[src/rtl/clock_pkg.sv]
// Shared alarm-clock constants: board clock rate, button timing defaults and
// the button FSM state encoding.
package clock_pkg;

  localparam int unsigned CLK_HZ            = 50_000_000;

  // 0.5 s to the first auto-repeat, then one repeat every 0.1 s at 50 MHz.
  localparam int unsigned DEF_HOLD_CYCLES   = 25_000_000;
  localparam int unsigned DEF_REPEAT_CYCLES = 5_000_000;
  localparam int unsigned DEF_CNT_W         = 25;

  typedef enum logic [1:0] {
    ST_IDLE    = 2'd0,
    ST_PRESSED = 2'd1,
    ST_REPEAT  = 2'd2
  } btn_state_e;

endpackage : clock_pkg

[src/rtl/sync_2ff.sv]
// Two-flop synchroniser for a single asynchronous input.
//   clock     : destination clock
//   reset_n   : asynchronous active-low reset, both flops load RESET_VAL
//   d         : asynchronous input
//   q         : synchronised output, two clock edges of latency
module sync_2ff #(
  parameter logic RESET_VAL = 1'b0
) (
  input  logic clock,
  input  logic reset_n,
  input  logic d,
  output logic q
);

  logic s1_q, s1_d;
  logic s2_q, s2_d;

  // Next values for the two synchroniser stages.
  always_comb begin
    s1_d = d;
    s2_d = s1_q;
  end

  // Synchroniser stages.
  always_ff @(posedge clock or negedge reset_n) begin
    if (!reset_n) begin
      s1_q <= RESET_VAL;
      s2_q <= RESET_VAL;
    end else begin
      s1_q <= s1_d;
      s2_q <= s2_d;
    end
  end

  assign q = s2_q;

endmodule : sync_2ff

[src/rtl/button_event_gen.sv]
// Turns a debounced button level into single-cycle press / release /
// auto-repeat events for the alarm-clock setting logic.
//   clock         : 50 MHz board clock, rising edge
//   reset_n       : asynchronous active-low reset
//   btn_level     : debounced button level (1 = pressed), asynchronous
//   press_pulse   : one-cycle pulse on accepted press
//   release_pulse : one-cycle pulse on accepted release
//   repeat_pulse  : one-cycle pulse per auto-repeat tick
//   step_pulse    : press or repeat, drives increment logic
//   hold_active   : high while auto-repeating
module button_event_gen
  import clock_pkg::*;
#(
  parameter int unsigned HOLD_CYCLES   = DEF_HOLD_CYCLES,
  parameter int unsigned REPEAT_CYCLES = DEF_REPEAT_CYCLES,
  parameter int unsigned CNT_W         = DEF_CNT_W,
  parameter bit          REPEAT_EN     = 1'b1
) (
  input  logic clock,
  input  logic reset_n,
  input  logic btn_level,
  output logic press_pulse,
  output logic release_pulse,
  output logic repeat_pulse,
  output logic step_pulse,
  output logic hold_active
);

  localparam logic [CNT_W-1:0] HOLD_LAST   = CNT_W'(HOLD_CYCLES - 1);
  localparam logic [CNT_W-1:0] REPEAT_LAST = CNT_W'(REPEAT_CYCLES - 1);

  btn_state_e        state_q, state_d;
  logic [CNT_W-1:0]  cnt_q, cnt_d;
  logic              s2;
  logic              s3_q, s3_d;
  logic              rise, fall;
  logic              hold_done, rep_done;
  logic              press_q, press_d;
  logic              release_q, release_d;
  logic              repeat_q, repeat_d;
  logic              step_q, step_d;
  logic              hold_q, hold_d;

  // The debouncer output is launched from a divided clock.
  sync_2ff #(.RESET_VAL(1'b0)) u_sync (
    .clock   (clock),
    .reset_n (reset_n),
    .d       (btn_level),
    .q       (s2)
  );

  // Edge detection against the previous synchronised level.
  always_comb begin
    s3_d      = s2;
    rise      = s2 & ~s3_q;
    fall      = ~s2 & s3_q;
    hold_done = (cnt_q == HOLD_LAST);
    rep_done  = (cnt_q == REPEAT_LAST);
  end

  // State register.
  always_ff @(posedge clock or negedge reset_n) begin
    if (!reset_n) begin
      state_q <= ST_IDLE;
    end else begin
      state_q <= state_d;
    end
  end

  // Next-state logic; a fall always takes priority over a terminal count.
  always_comb begin
    state_d = state_q;
    case (state_q)
      ST_IDLE: begin
        if (rise) state_d = ST_PRESSED;
      end
      ST_PRESSED: begin
        if (fall)                        state_d = ST_IDLE;
        else if (REPEAT_EN && hold_done) state_d = ST_REPEAT;
      end
      ST_REPEAT: begin
        if (fall) state_d = ST_IDLE;
      end
      default: state_d = ST_IDLE;
    endcase
  end

  // Event and counter logic.
  always_comb begin
    press_d   = 1'b0;
    release_d = 1'b0;
    repeat_d  = 1'b0;
    cnt_d     = cnt_q;
    case (state_q)
      ST_IDLE: begin
        cnt_d   = '0;
        press_d = rise;
      end
      ST_PRESSED: begin
        if (fall) begin
          release_d = 1'b1;
          cnt_d     = '0;
        end else if (hold_done) begin
          // Without auto-repeat the count parks at its terminal value.
          if (REPEAT_EN) begin
            repeat_d = 1'b1;
            cnt_d    = '0;
          end
        end else begin
          cnt_d = cnt_q + CNT_W'(1);
        end
      end
      ST_REPEAT: begin
        if (fall) begin
          release_d = 1'b1;
          cnt_d     = '0;
        end else if (rep_done) begin
          repeat_d = 1'b1;
          cnt_d    = '0;
        end else begin
          cnt_d = cnt_q + CNT_W'(1);
        end
      end
      default: cnt_d = '0;
    endcase
    step_d = press_d | repeat_d;
    hold_d = (state_d == ST_REPEAT);
  end

  // Counter, edge-detect and output registers.
  always_ff @(posedge clock or negedge reset_n) begin
    if (!reset_n) begin
      cnt_q     <= '0;
      s3_q      <= 1'b0;
      press_q   <= 1'b0;
      release_q <= 1'b0;
      repeat_q  <= 1'b0;
      step_q    <= 1'b0;
      hold_q    <= 1'b0;
    end else begin
      cnt_q     <= cnt_d;
      s3_q      <= s3_d;
      press_q   <= press_d;
      release_q <= release_d;
      repeat_q  <= repeat_d;
      step_q    <= step_d;
      hold_q    <= hold_d;
    end
  end

  assign press_pulse   = press_q;
  assign release_pulse = release_q;
  assign repeat_pulse  = repeat_q;
  assign step_pulse    = step_q;
  assign hold_active   = hold_q;

endmodule : button_event_gen

[config.mk]
export PLATFORM = sky130hd
export DESIGN_NAME = button_event_gen
export DESIGN_NICKNAME = d
export VERILOG_FILES = /design/src/rtl/clock_pkg.sv /design/src/rtl/sync_2ff.sv /design/src/rtl/button_event_gen.sv
export SDC_FILE = /design/constraint.sdc
export NUM_CORES = 1
export LEC_CHECK = 0
export CAP_MARGIN = 25
export CORE_UTILIZATION = 60
export CTS_CLUSTER_DIAMETER = 120
export DETAILED_ROUTE_END_ITERATION = 10
export GPL_TIMING_DRIVEN = 1
export PLACE_DENSITY_LB_ADDON = 0.3
export SLEW_MARGIN = 5
export SYNTH_ARGS = -nofsm -noshare
export SYNTH_HDL_FRONTEND = slang
export SYNTH_SLANG_ARGS = --single-unit
[constraint.sdc]
create_clock -name clock -period 3.49 [get_ports clock]
set_input_delay 0.5235 -clock clock [delete_from_list [all_inputs] [get_ports clock]]
set_output_delay 0.5235 -clock clock [all_outputs]
set_load 0.01 [all_outputs]
==> flow_metrics.tcl, run 1 <==
set metrics [dict create \
    status "complete, no violations" \
    rr_startpoint "cnt_q[10]" \
    grt_max_degree 36 \
    synth_nets 189 \
    critPathCaptureType "flip-flop" \
    die_area_um2 3390 \
    clk_latency_ns 0.34 \
    die_w_um 58.2 \
    drt_pass1_iterations 5 \
    numCtsBuffers 5 \
    hold_violations 0 \
    htreeDepth 2 \
    cts.path.max_buffers 2 \
    die_y_um 58.2 \
    root_buffer "clkbuf_4" \
    synth_top_family_by_area "simple AND/OR/NAND/NOR gates" \
    worstPathRequired_ns 3.67 \
    yosys.area_share.simple_pct 23.7 \
    min_path_cells 0 \
    post_drt_via_cell_ratio 6.39 \
    area_growth_pct 8.05 \
    fin_crit_ns 2.56 \
    drv_slew 0 \
    hpwl_um 2760 \
    synth-adder-area-share_pct 3.30 \
    yosysUniqueCellTypes 46 \
    synth-xor-area-share_pct 6.00 \
    cts_tree "yes" \
    drtIter0Drc 77 \
    drt-wirelength-per-cell_um 16.9 \
    drc 0 \
    tightest_slew_ns 0.921 \
    crit_fanout 25 \
    fin_area_um2 2050 \
    hold_slack_ns 0.382 \
    synthTopCellsByArea "dfrtp_1 (46%), a21oi_1 (4.2%), ha_1 (3.3%), xnor2_1 (3.2%), nand3_1 (3.2%)" \
    finalWeightedCongestion 0.816 \
    grt_use_met2_pct 44.8 \
    synth_top_cell_area_share_pct 46.2 \
    synth_common_cells "dfrtp_1 (35), a21oi_1 (16), nand3_1 (12)" \
    netlist_area_um2 1900 \
    p_per_area_nw_per_um2 438 \
    worstSetupPathType "reg2reg" \
    synth-seq-cells 35 \
    reg2reg_slack_ns 0.93 \
    postPlaceCellArea_um2 1960 \
    dpl.cell_count 225 \
    yosysTopAreaCell "dfrtp_1" \
    fin_nets 196 \
    post_cts_resized 0 \
    synth_compound_area_share_pct 16.2 \
    ys.flop_type "dfrtp_1" \
    core-area_um2 3030 \
    grtUsageTotal_pct 27.0 \
    synthMuxAreaShare_pct 0 \
    holdBufCountCts 0 \
    ys_seq_area_share_pct 46.2 \
    fin_skew_ns 0.0119 \
    setup_tns_ns 0 \
    finalNonFillerCells 233 \
    antenna_cells 0 \
    postCtsSetupRepairBufs 0 \
    routed_wirelength_um 3930 \
    met1_usage_pct 33.0 \
    async_flop_share_pct 100 \
    synth-edff-count 0 \
    drive_above_1_share_pct 11.6 \
    grt_pass1_vias 1417 \
    drv_cap 0 \
    yosys_warnings 0 \
    rsz0062_at_grt "no" \
    grt_antenna_before_repair 0 \
    p_leak_uw 0.000784 \
    gr-usage-met3_pct 8.48 \
    rr_endpoint "cnt_q[17]" \
    syn_avg_cell_area_um2 10.5 \
    top_register "cnt_q" \
    synth_cells 181 \
    rr_worst_depth 4 \
    worstHoldStart "u_sync.s1_q" \
    grt_pass1_wl_um 6620 \
    min_to "u_sync.q" \
    top_usage_layer "met2" \
    fin_crit_sh_pct 73.4 \
    io_buffers 7 \
    start_util_pct 62.6 \
    clock_sinks 35 \
    vias 1488 \
    path_clk_slew_ns 0.11 \
    ios 8 \
    slew_headroom_pct 38.6 \
    synth_most_common_cell "dfrtp_1" \
    peakVddDrop_mv 0.266 \
    startpoint_type "flip-flop" \
    clock.fmax_ghz 0.390 \
    min_path_type "reg2reg" \
    cp.arrival_ns 2.74 \
    largestRegisters "cnt_q: 25 flops, state_q: 2 flops" \
    gr-total-overflow 0 \
    row_count 20 \
    setup_viol 0 \
    largest_reg_flops 25 \
    drt.antenna.violating_nets 0 \
]
==> cells by family (layout without fill, tap and decap cells) <==
logic type / Yosys count / in the layout
and+or+nand+nor: 69 / 69
buffers and inverters: 14 / 22
adders and majority gates: 5 / 5
AOI/OAI and AO/OA: 45 / 45
DFF: 35 / 35
xor gates and xnor gates: 13 / 13
==> metrics by stage <==
stage	setup WS, ns	total power, uW	util (%)
after CTS	0.961	902	67.7
after floorplan	1.59	571	-
after global placement	1.12	589	64.8
after detailed placement	0.991	602	64.8
final	0.928	898	67.7
after global routing	0.775	939	67.7
==> worst max path at each step <==
stage | to | slack [ns] | depth (start not counted) | start
2_1_floorplan | cnt_q[20] | 1.59 | 6 | cnt_q[10]
3_3_place_gp | cnt_q[21] | 1.12 | 4 | cnt_q[10]
3_5_place_dp | cnt_q[23] | 0.99 | 4 | cnt_q[10]
4_1_cts | cnt_q[17] | 0.96 | 4 | cnt_q[10]
5_1_grt | cnt_q[18] | 0.78 | 4 | cnt_q[10]
6_report | cnt_q[17] | 0.93 | 4 | cnt_q[10]
==> critical path, stage by stage (launching register included) <==
cell and delay [ns]:
dfrtp_1 0.47, or4b_2 0.70, nor4_4 0.24, or3_1 0.77, a22oi_1 0.21
==> final cells by class <==
type | count | area (um^2)
clock inverter | 2 | 35.0
inverter | 6 | 22.5
sequential | 35 | 876
tap | 44 | 55.1
timing repair buffer | 8 | 77.6
multi-input combinational | 132 | 932
clock buffer | 6 | 51.3
fill | 238 | 978
==> per-layer routing <==
metal  vias up  routed length (um)  part of all wire (%)
li1        702                   -                     -
met1       734                1710                    44
met4         0                  78                   2.0
met5         -                   0                     0
met3         8                 243                   6.2
met2        44                1890                    48
==> power breakdown <==
part           leakage, uW  switching [uW]  internal [uW]  total [uW]
sequential        0.000478            17.2            424         441
combinational     0.000258             104           52.9         157
clock            0.0000482             131            169         300
total             0.000784             251            646         898
==> layout by cell type (no fill, tap or decap), drive strengths merged, types with 6 or more instances in the layout <==
master / count
xnor2: 7
xor2: 6
nand3: 12
nand4: 8
or3: 7
clkdlybuf4s50: 7
clkbuf: 6
a21oi: 16
nand2: 8
nor4: 7
a22oi: 10
inv: 6
dfrtp: 35
No activity file was read; power rests on OpenSTA's default activity.
==> inputs of run 2 (changes only) <==
--- a/config.mk
+++ b/config.mk
@@ -6,7 +6,7 @@
 export NUM_CORES = 1
 export LEC_CHECK = 0
 export CAP_MARGIN = 25
-export CORE_UTILIZATION = 60
+export CORE_UTILIZATION = 54
 export CTS_CLUSTER_DIAMETER = 120
 export DETAILED_ROUTE_END_ITERATION = 10
 export GPL_TIMING_DRIVEN = 1
==> constraint.sdc (replaced) <==
create_clock -name clock -period 2.1 [get_ports clock]
set_input_delay 0.315 -clock clock [delete_from_list [all_inputs] [get_ports clock]]
set_output_delay 0.315 -clock clock [all_outputs]
set_load 0.01 [all_outputs]
==> flow_metrics.tcl, run 2 (synthesis results as in run 1) <==
set metrics [dict create \
    worstPathRequired_ns 2.33 \
    numCtsBuffers 5 \
    fin_skew_ns 0.00833 \
    slew_headroom_pct 60.7 \
    grt_use_met2_pct 39.1 \
    grt_antenna_before_repair 0 \
    peakVddDrop_mv 0.475 \
    core-area_um2 3360 \
    clk_latency_ns 0.36 \
    finalWorstSetupSlack_ns 0.0782 \
    worst_path_max_delay_cell "or4b_1" \
    clock.fmax_ghz 0.495 \
    holdBufCountCts 0 \
    top_register "cnt_q" \
    drtIter0Drc 79 \
    multi_input_area_um2 932 \
    grt_pass1_wl_um 6510 \
    postPlaceCellArea_um2 2050 \
    die_w_um 61.3 \
    grt_pass1_vias 1394 \
    row_count 21 \
    max_stage_delay_ns 0.48 \
    grt_max_degree 36 \
    final_common_cell "dfrtp_1" \
    hpwl_um 2750 \
    hold_violations 0 \
    drt.antenna.violating_nets 0 \
    drc 0 \
    clock_sinks 35 \
    fin_crit_sh_pct 96.3 \
    worstSetupPathType "reg2reg" \
    status "complete, no violations" \
    tightest_slew_ns 0.584 \
    drv_slew 0 \
    die_area_um2 3750 \
    gr-usage-met3_pct 6.51 \
    start_util_pct 56.4 \
    setup_viol 0 \
    cp.arrival_ns 2.26 \
    finalNonFillerCells 245 \
    postCtsSetupRepairBufs 0 \
    critPathCaptureType "flip-flop" \
    cts_tree "yes" \
    setup_tns_ns 0 \
    fin_area_um2 2120 \
    drt_pass1_iterations 4 \
    drv_cap 0 \
    p_per_area_nw_per_um2 664 \
    vias 1536 \
    path_clk_slew_ns 0.12 \
    htreeDepth 2 \
    nFillCells 284 \
    fin_nets 206 \
    p_leak_uw 0.000821 \
    regArea_um2 876 \
    pre_cts_ws_ns 0.0992 \
    rsz0062_at_grt "no" \
    top_usage_layer "met2" \
    finalWeightedCongestion 0.895 \
    met1_usage_pct 31.3 \
    cts.path.max_buffers 2 \
    gr-total-overflow 0 \
    root_buffer "clkbuf_4" \
    min_path_type "in2async" \
    fin_crit_ns 2.02 \
    startpoint_type "flip-flop" \
    post_drt_via_cell_ratio 6.27 \
    ios 8 \
    antenna_cells 0 \
    crit_chain "or4b_1 > nor4_1 > buf_4 > o22a_2 > buf_12 > a22oi_1" \
    layout_common_cells "dfrtp_1 (35), a21oi_1 (16), nand3_1 (12)" \
    grtUsageTotal_pct 24.6 \
    drt-wirelength-per-cell_um 16.1 \
    largestRegisters "cnt_q: 25 flops, state_q: 2 flops" \
    die_y_um 61.3 \
    dpl.cell_count 237 \
    area_growth_pct 11.5 \
    drive_above_1_share_pct 16.1 \
    p_total_uw 1410 \
    reg2reg_slack_ns 0.08 \
    crit_fanout 25 \
    routed_wirelength_um 3950 \
    post_cts_resized 0 \
    io_buffers 7 \
    largest_reg_flops 25 \
]
==> run 2: cell types whose count changed in the layout (fill, tap and decap cells not counted), sizes merged <==
cell	before	now
buf	1	11
bufinv	1	0
clkbuf	6	5
clkinv	1	2
clkinvlp	0	1
==> run 2: metrics by stage <==
| stage | hold slack, ns | utilization, % |
|---|---|---|
| 2_1_floorplan | 0.0194 | - |
| 3_3_place_gp | 0.333 | 61.0 |
| 3_5_place_dp | 0.342 | 61.0 |
| 4_1_cts | 0.368 | 62.9 |
| 5_1_grt | 0.378 | 62.9 |
| 6_report | 0.357 | 62.9 |
==> run 2: path summary, 6_finish.rpt <==
check | start | endpoint | cells past startpoint
min in group clock | u_sync.s1_q | u_sync.q | 0
max in group asynchronous | reset_n | cnt_q[17] | 2
max reg2reg | cnt_q[24] | cnt_q[16] | 6
min reg2reg | u_sync.s1_q | u_sync.q | 0
min | reset_n | cnt_q[8] | 2
max | cnt_q[24] | cnt_q[16] | 6
==> run 2: report_power, final <==
group | internal (uW) | switching [uW]
Clock | 134 | 248
Sequential | 705 | 29.8
Combinational | 115 | 174
==> run 2: final cells by class <==
class | count | area share, %
clock buffer | 5 | 1.77
clock inverter | 3 | 1.18
inverter | 6 | 1.06
multi-input combinational | 132 | 44.1
sequential | 35 | 41.4
tap | 46 | 2.72
timing repair buffer | 18 | 7.81
==> run 2: critical path: cells and delay by family, from the launching register on <==
kind | cells | cell delay, ns
DFF | 1 | 0.44
buffers and inverters | 2 | 0.35
AOI/OAI and AO/OA | 2 | 0.25
and+or+nand+nor | 2 | 0.85
==> run 2: routing by layer <==
metal / vias to the layer above / share of wire, %
met3: 10 / 5.4
met1: 751 / 42
met4: 0 / 2.2
met5: - / 0
li1: 727 / -
met2: 48 / 50
==> inputs of run 3 (changes only) <==
--- a/config.mk
+++ b/config.mk
@@ -6,7 +6,8 @@
 export NUM_CORES = 1
 export LEC_CHECK = 0
 export CAP_MARGIN = 25
-export CORE_UTILIZATION = 54
+export CORE_UTILIZATION = 50
+export CTS_BUF_LIST = sky130_fd_sc_hd__clkbuf_8
 export CTS_CLUSTER_DIAMETER = 120
 export DETAILED_ROUTE_END_ITERATION = 10
 export GPL_TIMING_DRIVEN = 1
==> flow_metrics.tcl, run 3 (synthesis results as in run 1) <==
set metrics [dict create \
    status "complete, no violations" \
    clock_sinks 35 \
    clock.fmax_ghz 0.500 \
    drive_above_1_share_pct 15.2 \
    io_buffers 7 \
    drt_pass1_iterations 4 \
    multi_input_area_um2 932 \
    gr-total-overflow 0 \
    p_per_area_nw_per_um2 725 \
    numCtsBuffers 5 \
    worstSetupPathType "reg2reg" \
    hold_slack_ns 0.351 \
    fin_crit_ns 2.00 \
    tightest_slew_ns 0.594 \
    p_seq_share_pct 46.9 \
    post_drt_via_cell_ratio 6.24 \
    drv_slew 0 \
    power_frac_clock_pct 33.9 \
    setup_tns_ns 0 \
    fin_crit_sh_pct 95.2 \
    path_clk_slew_ns 0.07 \
    antenna_cells 0 \
    die_y_um 63.6 \
    core-area_um2 3660 \
    drtIter0Drc 114 \
    top_register "cnt_q" \
    crit_fanout 10 \
    grt_use_met2_pct 37.2 \
    postPlaceCellArea_um2 2060 \
    postCtsSetupRepairBufs 0 \
    die_w_um 63.6 \
    largest_reg_flops 25 \
    clk_latency_ns 0.29 \
    grtUsageTotal_pct 23.7 \
    startpoint_type "flip-flop" \
    critPathCaptureType "flip-flop" \
    area_growth_pct 13.9 \
    peakVddDrop_mv 0.337 \
    layout_common_cells "dfrtp_1 (35), a21oi_1 (16), nand3_1 (12)" \
    combPwrFrac_pct 19.3 \
    gr-usage-met3_pct 5.62 \
    fin_area_um2 2160 \
    top_usage_layer "met2" \
    setup_viol 0 \
    grt_antenna_before_repair 0 \
    drc 0 \
    p_leak_uw 0.000847 \
    final_common_cell "dfrtp_1" \
    routed_wirelength_um 4070 \
    hold_violations 0 \
    grt_pass1_wl_um 7320 \
    largestRegisters "cnt_q: 25 flops, state_q: 2 flops" \
    worstPathRequired_ns 2.31 \
    cp.arrival_ns 2.21 \
    p_int_uw 1120 \
    cts_tree "yes" \
    p_switching_uw 446 \
    ios 8 \
    fin_util_pct 59.0 \
    rsz0062_at_grt "no" \
    htreeDepth 2 \
    row_count 22 \
    slew_headroom_pct 60.0 \
    cts.path.max_buffers 2 \
    grt_max_degree 36 \
    drt-wirelength-per-cell_um 16.6 \
    root_buffer "clkbuf_8" \
    fin_skew_ns 0.00301 \
    p_sw_share_pct 28.5 \
    post_cts_resized 0 \
    p_total_uw 1570 \
    die_area_um2 4040 \
    nFillCells 305 \
    regArea_um2 876 \
    drt.antenna.violating_nets 0 \
    finalWeightedCongestion 0.901 \
    grt_pass1_vias 1549 \
    start_util_pct 51.8 \
    min_path_type "reg2reg" \
    hpwl_um 2820 \
    vias 1535 \
    met1_usage_pct 30.4 \
    drv_cap 0 \
    holdBufCountCts 0 \
    fin_nets 205 \
]
## run 3: through the flow
step / std cells / setup slack, ns
after floorplan: 181 / 0.204
after global placement: 238 / 0.157
after CTS: 246 / 0.0949
final: 246 / 0.101
after detailed placement: 238 / 0.115
after global routing: 246 / 0.0296
## run 3: power groups by stage
stage	clock network [uW]	registers [uW]	logic [uW]
after global routing	574	738	337
final	531	734	302
after detailed placement	0	746	298
after floorplan	0	745	205
after global placement	0	743	280
after CTS	539	734	300
## run 3: worst max-delay path: stages, from the launching register on
cell and delay, ns:
dfrtp_1 0.35, buf_4 0.14, nand4_2 0.19, or3_1 0.54, or4_4 0.52, a22oi_2 0.17
## run 3: worst paths after layout
check | from | endpoint | slack [ns] | cells past startpoint
min | u_sync.s1_q | u_sync.q | 0.35 | 0
min in group asynchronous | reset_n | state_q[1] | 0.44 | 2
max reg2reg | cnt_q[13] | cnt_q[24] | 0.10 | 5
min reg2reg | u_sync.s1_q | u_sync.q | 0.35 | 0
max in group asynchronous | reset_n | cnt_q[13] | 1.35 | 2
max | cnt_q[13] | cnt_q[24] | 0.10 | 5
## run 3: final cells by class
| cell class | count | area share (%) |
|---|---|---|
| Clock buffer | 7 | 4.46 |
| Clock inverter | 1 | 0.174 |
| Inverter | 6 | 1.04 |
| Multi-Input combinational cell | 132 | 43.1 |
| Sequential cell | 35 | 40.5 |
| Tap cell | 48 | 2.78 |
| Timing Repair Buffer | 17 | 7.87 |
## run 3: per-layer routing
layer | up-vias | share of wire (%)
met3 | 13 | 3.7
li1 | 718 | -
met1 | 763 | 45
met4 | 0 | 2.4
met5 | - | 0
met2 | 41 | 49
